===== src/rtl/sum_accumulator_with_flow_control.sv =====
// sum_accumulator_with_flow_control
//
// Adds up groups of n consecutive sums taken from a valid/ready input
// stream. Each group total goes out on a valid/ready output. A running
// accumulator and a held result register give double buffering, so the
// input stalls only when a group completes while the previous total is
// still waiting to be accepted.
//
// Ports:
//   clk       clock, rising edge
//   rst       synchronous active-high reset
//   sum_vld   upstream sum valid
//   sum_rdy   upstream ready (combinational from acc_rdy only)
//   sum_data  upstream sum, width+1 bits, unsigned
//   acc_vld   group total valid
//   acc_rdy   downstream ready
//   acc_data  group total, acc_width bits, unsigned
//   acc_cnt   sums accepted into the group in progress (0..n-1)
//
// Optional feature, macro ACCUM_SATURATE_EN:
//   defined   - each addition carries one extra bit; a carry-out clamps the
//               accumulator/result to all-ones, sticky until the group ends
//   undefined - additions wrap modulo 2^acc_width

module sum_accumulator_with_flow_control #(
    parameter int unsigned width     = 8,
    parameter int unsigned n         = 4,
    parameter int unsigned acc_width = width + 1 + $clog2(n)
) (
    input  logic                 clk,
    input  logic                 rst,
    input  logic                 sum_vld,
    output logic                 sum_rdy,
    input  logic [width:0]       sum_data,
    output logic                 acc_vld,
    input  logic                 acc_rdy,
    output logic [acc_width-1:0] acc_data,
    output logic [$clog2(n):0]   acc_cnt
);

    localparam int unsigned     CntW    = $clog2(n) + 1;
    localparam logic [CntW-1:0] LastCnt = CntW'(n - 1);

    logic [acc_width-1:0] r_acc;
    logic [acc_width-1:0] r_res;
    logic [CntW-1:0]      r_cnt;
    logic                 r_vld;

    logic                 w_last;
    logic                 w_in_fire;
    logic                 w_out_fire;
    logic [acc_width-1:0] w_next;

    assign w_last     = (r_cnt == LastCnt);
    // Only block the input when the completing sum has nowhere to go.
    assign sum_rdy    = ~(r_vld & ~acc_rdy & w_last);
    assign w_in_fire  = sum_vld & sum_rdy;
    assign w_out_fire = r_vld & acc_rdy;

`ifdef ACCUM_SATURATE_EN
    logic [acc_width:0] w_add;
    logic               w_sat;
    logic               r_sat;

    always_comb begin
        w_add  = (acc_width + 1)'(r_acc) + (acc_width + 1)'(sum_data);
        // Once clamped, the group stays clamped.
        w_sat  = w_add[acc_width] | r_sat;
        w_next = w_sat ? '1 : w_add[acc_width-1:0];
    end

    always_ff @(posedge clk) begin
        if (rst) begin
            r_sat <= 1'b0;
        end else if (w_in_fire) begin
            r_sat <= w_last ? 1'b0 : w_sat;
        end
    end
`else
    logic [acc_width-1:0] w_add;

    always_comb begin
        w_add  = r_acc + acc_width'(sum_data);
        w_next = w_add;
    end
`endif

    always_ff @(posedge clk) begin
        if (rst) begin
            r_acc <= '0;
            r_cnt <= '0;
            r_res <= '0;
            r_vld <= 1'b0;
        end else begin
            if (w_in_fire) begin
                if (w_last) begin
                    r_res <= w_next;
                    r_acc <= '0;
                    r_cnt <= '0;
                end else begin
                    r_acc <= w_next;
                    r_cnt <= r_cnt + CntW'(1);
                end
            end
            // A completing input wins over an output transfer in the same
            // cycle, so back-to-back totals keep acc_vld high.
            if (w_in_fire && w_last) begin
                r_vld <= 1'b1;
            end else if (w_out_fire) begin
                r_vld <= 1'b0;
            end
        end
    end

    assign acc_vld  = r_vld;
    assign acc_data = r_res;
    assign acc_cnt  = r_cnt;

endmodule


===== config.mk =====
export PLATFORM = sky130hd
export DESIGN_NAME = sum_accumulator_with_flow_control
export DESIGN_NICKNAME = d
export VERILOG_FILES = /design/src/rtl/sum_accumulator_with_flow_control.sv
export SDC_FILE = /design/constraint.sdc
export NUM_CORES = 1
export LEC_CHECK = 0
export BUFFER_PORTS_ARGS = -buffer_cell sky130_fd_sc_hd__buf_2
export CORE_ASPECT_RATIO = 0.8
export CORE_MARGIN = 1
export CORE_UTILIZATION = 40
export CTS_CLUSTER_DIAMETER = 100
export DETAILED_ROUTE_END_ITERATION = 6
export PLACE_DENSITY_LB_ADDON = 0.05
export SYNTH_ARGS = -nofsm -noshare
export SYNTH_HDL_FRONTEND = slang
export SYNTH_SLANG_ARGS = --single-unit

===== constraint.sdc =====
create_clock -name clk -period 2.9 [get_ports clk]
set_input_delay 0.58 -clock clk [delete_from_list [all_inputs] [get_ports clk]]
set_output_delay 0.58 -clock clk [all_outputs]
set_load 0.005 [all_outputs]

* Yosys cells after proc, flatten, opt, wreduce, memory -nomap -nowiden
Cells that the tools add are included.
** Storage, ports and cells
- Register bits after elaboration :: 26
- Logic and storage cells :: 20
- Output and inout port bits :: 16
** Cells by class
- Muxes and demuxes :: 4
- Reduce and logical (&&, ||, !) cells :: 3
- Add/sub/neg operators :: 2
- Equal/unequal tests :: 1
- Bitwise logic cells :: 6
** Operators with widths (count)
- 11-bit by 9-bit adder with 11-bit output :: 1
- 11-bit two-way mux :: 1
- 1-bit AND :: 4
- 3-bit by 1-bit adder with 3-bit output, second input constant :: 1
- 3-bit by 2-bit == test with 1-bit output, second input constant :: 1
- 3-bit two-way mux :: 1
- 1-bit two-way mux :: 2
- 1-bit inverter :: 2
- 2-bit AND reduction :: 1
- 2-bit nonzero test :: 1
- 1-bit logical AND :: 1

* Logic depth before layout (Yosys ltp)
- Word-level depth :: 7
- Mapped depth :: 8

* Least setup slack after synthesis
No wires, ideal clock.
- Path type :: input -> register
- Start :: input port sum_data[0]
- End :: register r_res[6], in the netlist acc_data[6]
- Stages on the path :: 8
- Library setup time :: 0.062 ns
- Arrival time :: 2.139 ns
- Buffers on the path :: 0
- Data required time :: 2.838 ns
- Setup slack :: 0.699 ns
- Cell sequence :: ha_1 inv_1 fa_1 nand2b_1 a21oi_2 a31oi_1 or4_1 nand3_1
** Between the ends
- Word-level cells in the longest chain between the ends :: 1
** Ends and longest elaborated chain
- start, declared :: line 34 : input logic [width:0] sum_data,
- 11-bit by 9-bit adder with 11-bit output :: line 83 : w_add = r_acc + acc_width'(sum_data);
- end signal, assigned :: line 97 : r_res <= w_next;
- end, declared :: line 45 : logic [acc_width-1:0] r_res;
No other way between the ends.
A chain may end at the register's enable or synchronous reset.

* Worst setup path in the final report
- Start :: input port sum_data[0]
- End :: register r_acc[6]
** Between the ends
- Word-level cells in the longest chain between the ends :: 2
** Ends and longest elaborated chain
- 11-bit by 9-bit adder with 11-bit output :: line 83
- 11-bit two-way mux :: line 96 : if (w_last) begin
- end signal, assigned :: line 101 : r_acc <= w_next;
- end, declared :: line 44 : logic [acc_width-1:0] r_acc;
No other way between the ends.

==> impl_results.md <==
* First-pass GRT wire length at 5570 um
* Drt first pass iters at 6
* Antenna-violating nets left at 0
* RR Startpoint: r_acc[0]$_SDFFE_PP0N_
* Routed via count at approximately 1400
* Slew @ Worst Pin at ~0.66 ns
* Setup ws final at about 0.75 ns
* Failing checks: design-rule violations
* DP Worst Slack at 0.482 ns
* Total Routed Length at 3440 um
* Initial antenna violation count at 0
* Final nets at 225
* Synth Instances at between 150 and 200
* Die height at around 57 um
* Share of post-route cells with drive strength above 1 at between 20% and 30%
* Final worst path period share at 74.1%
* Cell count after placement at 238
* Post-synth EDFFs at 0
* Number of fill cells at 366
* Hold Crit Depth at 2
* Iteration-0 DRC Markers at roughly 70
* FMAX at roughly 0.47 GHz
* CTS H-tree lvls at 1
* Crit-path cells: buf_2 -> ha_1 -> inv_1 -> fa_1 -> nand2b_1 -> a21oi_2 -> a31oi_1 -> or4_1 -> nand3_1
* Rows at 19
* Internal reg-to-reg setup slack at slightly below 0.8 ns
* Initial Util at a little over two fifths
* Setup tns final at 0 ns
* Worst skew pair latency at ~0.27 ns
* Worst Hold Launch: acc_data[0]$_SDFFE_PP0P_
* Critical Path Sink Type: flip-flop
* Clk pin slew, worst setup/hold paths at about 0.09 ns
* Status: finished, violations left
* Yosys warns at 0
* Commonest register cell after synthesis: dfxtp_1
* Sequential Area at about 520 sq um
* RSZ-0062 raised after global routing: no
* Post_cts resized at 0
* Final setup viols at 0
* Final HPWL DP at 2420 um
* CP Data Required Time at slightly above 3 ns
* Max stage delay on crit path at between 0.4 and 0.5 ns
* Hold-fix buffers, CTS at 0
* Worst setup path startpoint: sum_data[0]
* Post-CTS setup buffers at 0
* Chip width at 70.7 um
* # DRC at 6
* Relative slew slack at between 50 and 60%
* Synth unique cells at 41
* Area grow syn2layout at 10.7%
* Slowest library cell on the worst path: or4_1
* CTS Buf Count at 3
* Vias in the first global route at between 1000 and 1500
* Startpoint types: input port
* Max-Cap Viols at 0
* Worst EP arrival at 2.36 ns
* Hold Violations, Final at 0
* Net count after synthesis at a little over 200
* Diode count at 0
* WL/cell at between 10 and 15 um
* Hold Crit Class: flip-flop to flip-flop
* Sequential-to-total area share from yosys stat at 34.4%
* GRT overflow at 0
* Minimum clock period at roughly 2.1 ns
* Port Buffers at 28
* Post-synth ARST share at 0%
* Cell area power density at roughly 500 nW/um^2
* Avg Cell Area, Syn at 8.49 sq um
* Max FO, Critical Path at 4
* Final Slew Violations at 0
* Clock Skews at about 0.0047 ns
* Syn Std Cell Area at 1510 sq um
* Lkg Pwr at around 0.74 nW
* Post-synthesis register bit count at 26
* Number of clock sinks at 26
* Largest net degree at the start of global routing at 27
* GP Congestion at approximately 0.85
* Clk buf depth at 2
* Root Driver: clkbuf_8
* Die ar. at ~4000 sq um
* CTS tree: yes
* Peak VDD IR at around 0.00027 V
* Worst Reg-to-Reg Cells at 8
* Total GRT Usage at between 10% and 20%
* Via/cell ratio at between 5 and 6
* Final Non-Filler Cells at between 200 and 250
* Multi-input logic area at 886 sq um
* Core area at ~3500 sq um
* Crit Path Category: input port to flip-flop
* I/O Pins at 29
[power breakdown]
group	internal (mW)	leakage [nW]	switching, mW
clock	0.122	0.0288	0.118
sequential	0.378	0.212	0.0133
combinational	0.0843	0.496	0.132
[area by class of cell]
| class | count | share of cell area, % |
|---|---|---|
| Timing Repair Buffer | 28 | 8.38 |
| Clock buffer | 4 | 3.29 |
| Tap cell | 42 | 3.14 |
| Multi-Input combinational cell | 137 | 53.0 |
| Inverter | 5 | 1.12 |
| Sequential cell | 26 | 31.1 |
[kinds of logic (layout without fill, tap and decap cells)]
logic type | Yosys count | after routing | share of synthesized area [%]
xor gates and xnor gates | 4 | 4 | 2.32
and+or+nand+nor | 80 | 80 | 26.5
AOI/OAI and AO/OA | 39 | 39 | 18.2
buffers and inverters | 15 | 37 | 6.95
muxes | 3 | 3 | 1.99
adders and majority gates | 11 | 11 | 9.60
DFF | 26 | 26 | 34.4
[through the flow]
| stage | cell area [sq um] | util, % | hold WS, ns | power (mW) |
|---|---|---|---|---|
| detailed placement | 1620 | 46.0 | 0.447 | 0.614 |
| floorplan | 1510 | - | 0.438 | 0.580 |
| CTS | 1670 | 47.5 | 0.460 | 0.853 |
| finish | 1670 | 47.5 | 0.456 | 0.847 |
| global placement | 1620 | 46.0 | 0.439 | 0.609 |
| global route | 1670 | 47.5 | 0.485 | 0.898 |
[per-layer routing]
metal | share of wire, % | up-vias | wire, um | track usage [%]
met4 | 0.49 | 0 | 17 | 3.43
met1 | 50 | 623 | 1710 | 25.5
met5 | 0 | - | 0 | 0
li1 | - | 692 | - | -
met3 | 6.8 | 2 | 232 | 4.06
met2 | 43 | 46 | 1480 | 27.5
[synth_stat cells (5+ instances only)]
library cell  count  share of area, %
dfxtp_1          26                34
nand2_1          20               5.0
a21oi_1          16               5.3
nor2_1           16               4.0
nand3_1          15               5.0
ha_1             10               8.3
nand4_1           8               3.3
a22oi_1           5               2.5
buf_6             5               3.7
inv_1             5               1.2
or4_1             5               2.5
[cells in the final DEF (no fill, tap or decap), types with 2 or more instances in the layout]
cell	n
and2_1	2
and3_1	3
nand2_1	20
inv_1	5
nand4_1	8
dfxtp_1	26
a31oi_1	3
xnor2_1	2
nand3_1	15
clkbuf_8	4
a22oi_1	5
mux2i_1	3
a211oi_1	2
nand2b_1	3
or3_1	2
a21oi_1	16
buf_2	28
or4_1	5
nor2_1	16
xor2_1	2
ha_1	10
o21ai_0	3
[path summary, 6_finish.rpt]
path | to
max | r_acc[6]$_SDFFE_PP0N_
min | acc_data[0]$_SDFFE_PP0P_
max reg2reg | r_acc[6]$_SDFFE_PP0N_
min reg2reg | acc_data[0]$_SDFFE_PP0P_
[flip-flops by register name, summed over array words and instances, names as in the netlist]
register / cells
acc_cnt: 3
acc_data: 11
acc_vld: 1
r_acc: 11
[worst max-delay path, delay by kind of cell]
| kind | cells | cell delay [ns] |
|---|---|---|
| simple gates | 3 | 0.68 |
| fa+ha+maj | 2 | 0.58 |
| compound gates | 2 | 0.38 |
| buf+inv | 2 | 0.15 |
Power figures use the tool's default switching activity.
